## config.mk

```make
export PLATFORM = sky130hd
export DESIGN_NAME = rvv_wb_collector
export DESIGN_NICKNAME = d
export VERILOG_FILES = /design/src/rtl/rvv_wb_collector.sv
export SDC_FILE = /design/constraint.sdc
export NUM_CORES = 1
export LEC_CHECK = 0
export ABC_AREA = 1
export CORE_MARGIN = 2
export CORE_UTILIZATION = 45
export CTS_CLUSTER_SIZE = 30
export DETAILED_ROUTE_END_ITERATION = 6
export MAX_ROUTING_LAYER = met4
export PLACE_DENSITY = 0.84
export SYNTH_ARGS = -nofsm -noshare
export SYNTH_HDL_FRONTEND = slang
export SYNTH_SLANG_ARGS = --single-unit
```

## constraint.sdc

```tcl
create_clock -name clk -period 4.66 [get_ports clk]
set_input_delay 0.466 -clock clk [delete_from_list [all_inputs] [get_ports clk]]
set_output_delay 0.466 -clock clk [all_outputs]
set_load 0.02 [all_outputs]
```

## src/rtl/rvv_wb_collector.sv

```systemverilog
`default_nettype none
// =============================================================================
// Module   : rvv_wb_collector
// Brief    : Assembles lane-width result chunks into VLEN-wide register images
//            and writes each register of an LMUL group to the VRF.
//            Define RVV_WB_TAIL_MASK_EN for tail-undisturbed byte enables.
// Revision : 1.0 - initial release
// =============================================================================
module rvv_wb_collector #(
    parameter int unsigned VLEN       = 10'd128,
    parameter int unsigned LANE_WIDTH = 3'b011
) (
    input  logic              clk,
    input  logic              resetn,
    input  logic              start,
    input  logic [4:0]        vd_base,
    input  logic [10:0]       vl,
    input  logic [2:0]        vsew,
    input  logic [3:0]        nregs,
    input  logic              res_valid,
    input  logic [63:0]       res_data,
    input  logic [9:0]        res_index,
    output logic              res_ready,
    output logic              wr_valid,
    input  logic              wr_ready,
    output logic [4:0]        wr_addr,
    output logic [VLEN-1:0]   wr_data,
    output logic [VLEN/8-1:0] wr_be,
    output logic              busy,
    output logic              done,
    output logic              err
);

    localparam int unsigned     c_W         = 1 << LANE_WIDTH;
    localparam int unsigned     c_NB        = VLEN / 8;
    localparam logic [13:0]     c_VLEN14    = 14'(VLEN);
    localparam logic [10:0]     c_VLEN11    = 11'(VLEN);
    localparam logic [10:0]     c_W11       = 11'(c_W);
    localparam logic [13:0]     c_W14       = 14'(c_W);
    localparam logic [VLEN-1:0] c_LANE_ONES = {VLEN{1'b1}} >> (VLEN - c_W);

    localparam logic [1:0] c_IDLE    = 2'd0;
    localparam logic [1:0] c_COLLECT = 2'd1;
    localparam logic [1:0] c_WRITE   = 2'd2;
    localparam logic [1:0] c_FINISH  = 2'd3;

    logic [1:0]      r_state;
    logic [1:0]      w_state_nxt;
    logic [13:0]     r_remaining;
    logic [13:0]     r_reg_bits;
    logic [3:0]      r_reg_cnt;
    logic [3:0]      r_nregs;
    logic [4:0]      r_cur_addr;
    logic [VLEN-1:0] r_buf;
    logic            r_err;

    logic [13:0]     w_total;
    logic [13:0]     w_target;
    logic [13:0]     w_rem_after;
    logic [13:0]     w_reg_bits_nxt;
    logic [10:0]     w_idx_end;
    logic            w_in_range;
    logic            w_res_hs;
    logic            w_accept;
    logic            w_last_reg;
    logic [VLEN-1:0] w_lane_mask;
    logic [VLEN-1:0] w_lane_data;
    logic            w_unused;

    assign w_unused       = &{1'b0, res_data};
    assign w_total        = 14'({6'd0, vl} << ({1'b0, vsew} + 4'd3));
    assign w_target       = (r_remaining < c_VLEN14) ? r_remaining : c_VLEN14;
    assign w_rem_after    = r_remaining - w_target;
    assign w_idx_end      = {1'b0, res_index} + c_W11;
    assign w_in_range     = (w_idx_end <= c_VLEN11);
    assign w_res_hs       = (r_state == c_COLLECT) && res_valid;
    assign w_accept       = w_res_hs && w_in_range;
    assign w_reg_bits_nxt = r_reg_bits + (w_accept ? c_W14 : 14'd0);
    assign w_last_reg     = (w_rem_after == 14'd0) || ((r_reg_cnt + 4'd1) == r_nregs);
    assign w_lane_mask    = c_LANE_ONES << res_index;
    assign w_lane_data    = VLEN'(res_data[c_W-1:0]) << res_index;

    always_ff @(posedge clk) begin
        if (!resetn) begin
            r_state <= c_IDLE;
        end else begin
            r_state <= w_state_nxt;
        end
    end

    always_comb begin
        w_state_nxt = r_state;
        case (r_state)
            c_IDLE: begin
                if (start) begin
                    w_state_nxt = (w_total == 14'd0) ? c_FINISH : c_COLLECT;
                end
            end
            c_COLLECT: begin
                if (w_reg_bits_nxt >= w_target) begin
                    w_state_nxt = c_WRITE;
                end
            end
            c_WRITE: begin
                if (wr_ready) begin
                    w_state_nxt = w_last_reg ? c_FINISH : c_COLLECT;
                end
            end
            default: w_state_nxt = c_IDLE;
        endcase
    end

`ifdef RVV_WB_TAIL_MASK_EN
    localparam logic [c_NB-1:0] c_BYTE_ONES = {c_NB{1'b1}} >> (c_NB - c_W / 8);

    logic [c_NB-1:0] r_mask;
    logic [c_NB-1:0] w_byte_mask;

    assign w_byte_mask = c_BYTE_ONES << res_index[9:3];

    always_ff @(posedge clk) begin
        if (!resetn) begin
            r_mask <= '0;
        end else if ((r_state == c_IDLE) && start) begin
            r_mask <= '0;
        end else if (w_accept) begin
            r_mask <= r_mask | w_byte_mask;
        end else if ((r_state == c_WRITE) && wr_ready) begin
            r_mask <= '0;
        end
    end

    assign wr_be = r_mask;
`else
    // Tail-agnostic: full enables, unwritten bytes are zero because the buffer is cleared per register.
    assign wr_be = wr_valid ? {c_NB{1'b1}} : '0;
`endif

    always_ff @(posedge clk) begin
        if (!resetn) begin
            r_remaining <= '0;
            r_reg_bits  <= '0;
            r_reg_cnt   <= '0;
            r_nregs     <= '0;
            r_cur_addr  <= '0;
            r_buf       <= '0;
            r_err       <= 1'b0;
        end else begin
            case (r_state)
                c_IDLE: begin
                    if (start) begin
                        r_remaining <= w_total;
                        r_reg_bits  <= '0;
                        r_reg_cnt   <= '0;
                        r_nregs     <= nregs;
                        r_cur_addr  <= vd_base;
                        r_buf       <= '0;
                        r_err       <= 1'b0;
                    end
                end
                c_COLLECT: begin
                    if (w_res_hs) begin
                        if (w_in_range) begin
                            r_buf      <= (r_buf & ~w_lane_mask) | w_lane_data;
                            r_reg_bits <= w_reg_bits_nxt;
                        end else begin
                            r_err <= 1'b1;
                        end
                    end
                end
                c_WRITE: begin
                    if (wr_ready) begin
                        r_remaining <= w_rem_after;
                        r_reg_cnt   <= r_reg_cnt + 4'd1;
                        r_cur_addr  <= r_cur_addr + 5'd1;
                        r_buf       <= '0;
                        r_reg_bits  <= '0;
                    end
                end
                default: ;
            endcase
        end
    end

    assign res_ready = (r_state == c_COLLECT);
    assign wr_valid  = (r_state == c_WRITE);
    assign wr_addr   = r_cur_addr;
    assign wr_data   = r_buf;
    assign busy      = (r_state == c_COLLECT) || (r_state == c_WRITE);
    assign done      = (r_state == c_FINISH);
    assign err       = r_err;

endmodule
`default_nettype wire
```

==> impl_metrics.yaml <==
status:
  outcome: "completed"
power_and_ir_drop:
  p_per_area_mw_per_mm2: 342
  max-vdd-ir-drop_uv: 222
  leakagePower_nw: 5.00
setup_path:
  critical_path.max_stage_delay_ns: 0.49
  cp_max_fo: 4
  worst_setup_path_start_kind: "input pin"
  slowest_stage: "clkdlybuf4s50_1"
  path_common_cell: "nand2_1"
  crit_buf_inv: 3
  worstSetupEndpointType: "register"
  crit_type: "input pin to register"
  required_ns: 4.95
  cp.arrival_ns: 4.28
  crit_family: "simple AND/OR/NAND/NOR gates"
cells_and_area:
  nets: 2092
  fin_area_mm2: 0.0137
  area_growth_pct: 23.2
  drive_above_1_share_pct: 4.54
  antennaDiodeCount: 0
  mostFrequentLayoutCell: "nand2_1"
  mostFrequentLayoutCells: "nand2_1 (663), o21ai_0 (228), clkdlybuf4s50_1 (198), a21oi_1 (175), dfxtp_1 (169)"
sta:
  hold_violations: 0
  fmax_mhz: 251
  setup_violations: 0
  tightest_slew_ns: 1.12
  finalCriticalPeriod_ns: 3.99
  rsz0062_at_grt: "no"
  clock_skew_ns: 0.0138
  setup_tns_ns: 0
  post-route-period-util_pct: 85.6
  slew_headroom_pct: 25.2
  slew_violations: 0
floorplanning:
  fp.dieH_um: 161
  io_pins: 256
  die_area_mm2: 0.0260
  core-area_mm2: 0.0243
  initial_utilization_pct: 45.8
  num_rows: 57
  die_w_um: 161
synthesis:
  synth_cells: 1847
  synth_top_area_cell: "dfxtp_1"
  synth_cell_type_count: 50
  ys_warn_count: 0
  syn_area_per_cell_um2: 6.03
  netlist_area_mm2: 0.0111
  synth_seq_cells: 169
  synth_top_area_share_pct: 30.4
  ys_seq_area_share_pct: 30.4
  synth_area_leaders: "dfxtp_1 (30%), nand2_1 (22%), o21ai_0 (10%)"
global_routing:
  grt_pass1_vias: 11800
  antenna_found_initial: 0
  grt_pass1_wl_um: 61000
  grt_use_total_pct: 29.8
  grt_max_degree: 102
  gr-total-overflow: 0
cts:
  clk_pin_slew_worst_paths_ns: 0.08
  cts_setup_buffers: 0
  tritoncts: "built"
  cts_buffers: 17
  cts_root_buf: "clkbuf_16"
  ctsResizeCount: 0
  cts_buffer_depth: 2
  htree_levels: 4
  insertion_delay_ns: 0.44
  hold_buffers: 0
  cts.sinks: 169
placed_design:
  placed_area_mm2: 0.0131
  hpwl_um: 27000
  portBuffers: 199
  place.gp.congestion: 0.968
min_path:
  hold_path.class: "register to register"
route:
  finalWirelength_um: 38400
  drt.antenna.violating_nets: 0
  wl_per_cell_um: 16.7
  vias: 13100
  viasPerCell: 5.67
  drc: 0
  dr.pass1.iters: 6
  initialDrtViolationCount: 1662
run:
  drv_cap: 0
-- layer usage --
| layer | track usage (%) | share of wire (%) | routed length [um] | vias to the layer above |
|---|---|---|---|---|
| li1 | - | - | - | 6301 |
| met1 | 38.5 | 42 | 16000 | 5945 |
| met2 | 45.6 | 45 | 17200 | 704 |
| met3 | 4.62 | 8.9 | 3410 | 127 |
| met4 | 14.4 | 4.7 | 1790 | 0 |
| met5 | - | 0 | 0 | - |
-- kinds of logic after synthesis --
logic type                 Yosys count  share of synthesized area (%)
AOI/OAI and AO/OA                  481                           22.9
DFF                                169                           30.4
adders and majority gates           22                           2.47
muxes                                1                         0.0899
xor gates and xnor gates            16                           1.26
and+or+nand+nor                    932                           33.6
other                                1                         0.0337
buffers and inverters              225                           9.25
-- report_power, final --
group / total, mW / switching [mW] / internal [mW]
Clock: 1.43 / 0.663 / 0.763
Sequential: 1.57 / 0.0641 / 1.50
Combinational: 1.69 / 1.18 / 0.515
Total: 4.69 / 1.91 / 2.78
-- Yosys cell counts (all sizes together) --
master     n
o22ai     12
o31ai      9
inv       92
o21a       5
nor4       2
clkinv     4
o21ai    250
mux2i      1
o221ai     2
xnor2      7
o311ai     1
conb       1
nand3b     1
nand4     10
nor3      11
buf       72
o211ai     2
a32oi      1
a221oi     2
xor2       9
or2        8
a211oi     2
a2bb2oi    2
ha        22
dfxtp    169
a21oi    176
nor2     138
nand2    666
o221a      1
clkbuf    57
nand3     90
a22oi      5
a31oi     11
and2       6
-- sequential cells by signal, indices dropped and copies added, names as in the netlist --
register and flops:
r_remaining 14, err 1, r_reg_cnt 4, wr_addr 5, r_nregs 4, r_state 2, r_reg_bits 11, wr_data 128
-- path summary, 6_finish.rpt --
check | from | to | slack (ns) | depth (start not counted)
worst max-delay path | res_index[3] | r_state[1] | 0.67 | 26
worst min-delay path | wr_data[21] | wr_data[21] | 0.47 | 2
worst max register to register | r_state[0] | wr_data[31] | 1.26 | 13
worst min register to register | wr_data[21] | wr_data[21] | 0.47 | 2
-- worst min-delay path: stages (launching register included) --
cell	delay (ns)
dfxtp_1	0.32
nand2_1	0.06
a21oi_1	0.05
-- cell type report --
class / count / area, um^2
Fill cell: 2380 / 10600
Multi-Input combinational cell: 1459 / 6750
Sequential cell: 169 / 3380
Timing Repair Buffer: 225 / 2230
Clock buffer: 18 / 439
Tap cell: 324 / 405
Inverter: 96 / 365
Clock inverter: 14 / 140
-- through the flow --
| stage | power (mW) | hold slack, ns | worst slack, ns | cells | utilization [%] |
|---|---|---|---|---|---|
| global placement | 3.24 | 0.452 | 0.363 | 2273 | 54.0 |
| CTS | 4.67 | 0.476 | 0.727 | 2305 | 56.4 |
| global route | 4.92 | 0.496 | 0.270 | 2305 | 56.4 |
| detailed placement | 3.26 | 0.464 | 0.281 | 2273 | 54.0 |
| finish | 4.69 | 0.474 | 0.671 | 2305 | 56.4 |
| floorplan | 2.84 | 0.443 | 1.21 | 1853 | - |
Note: power is estimated with default switching activity, not from simulation.
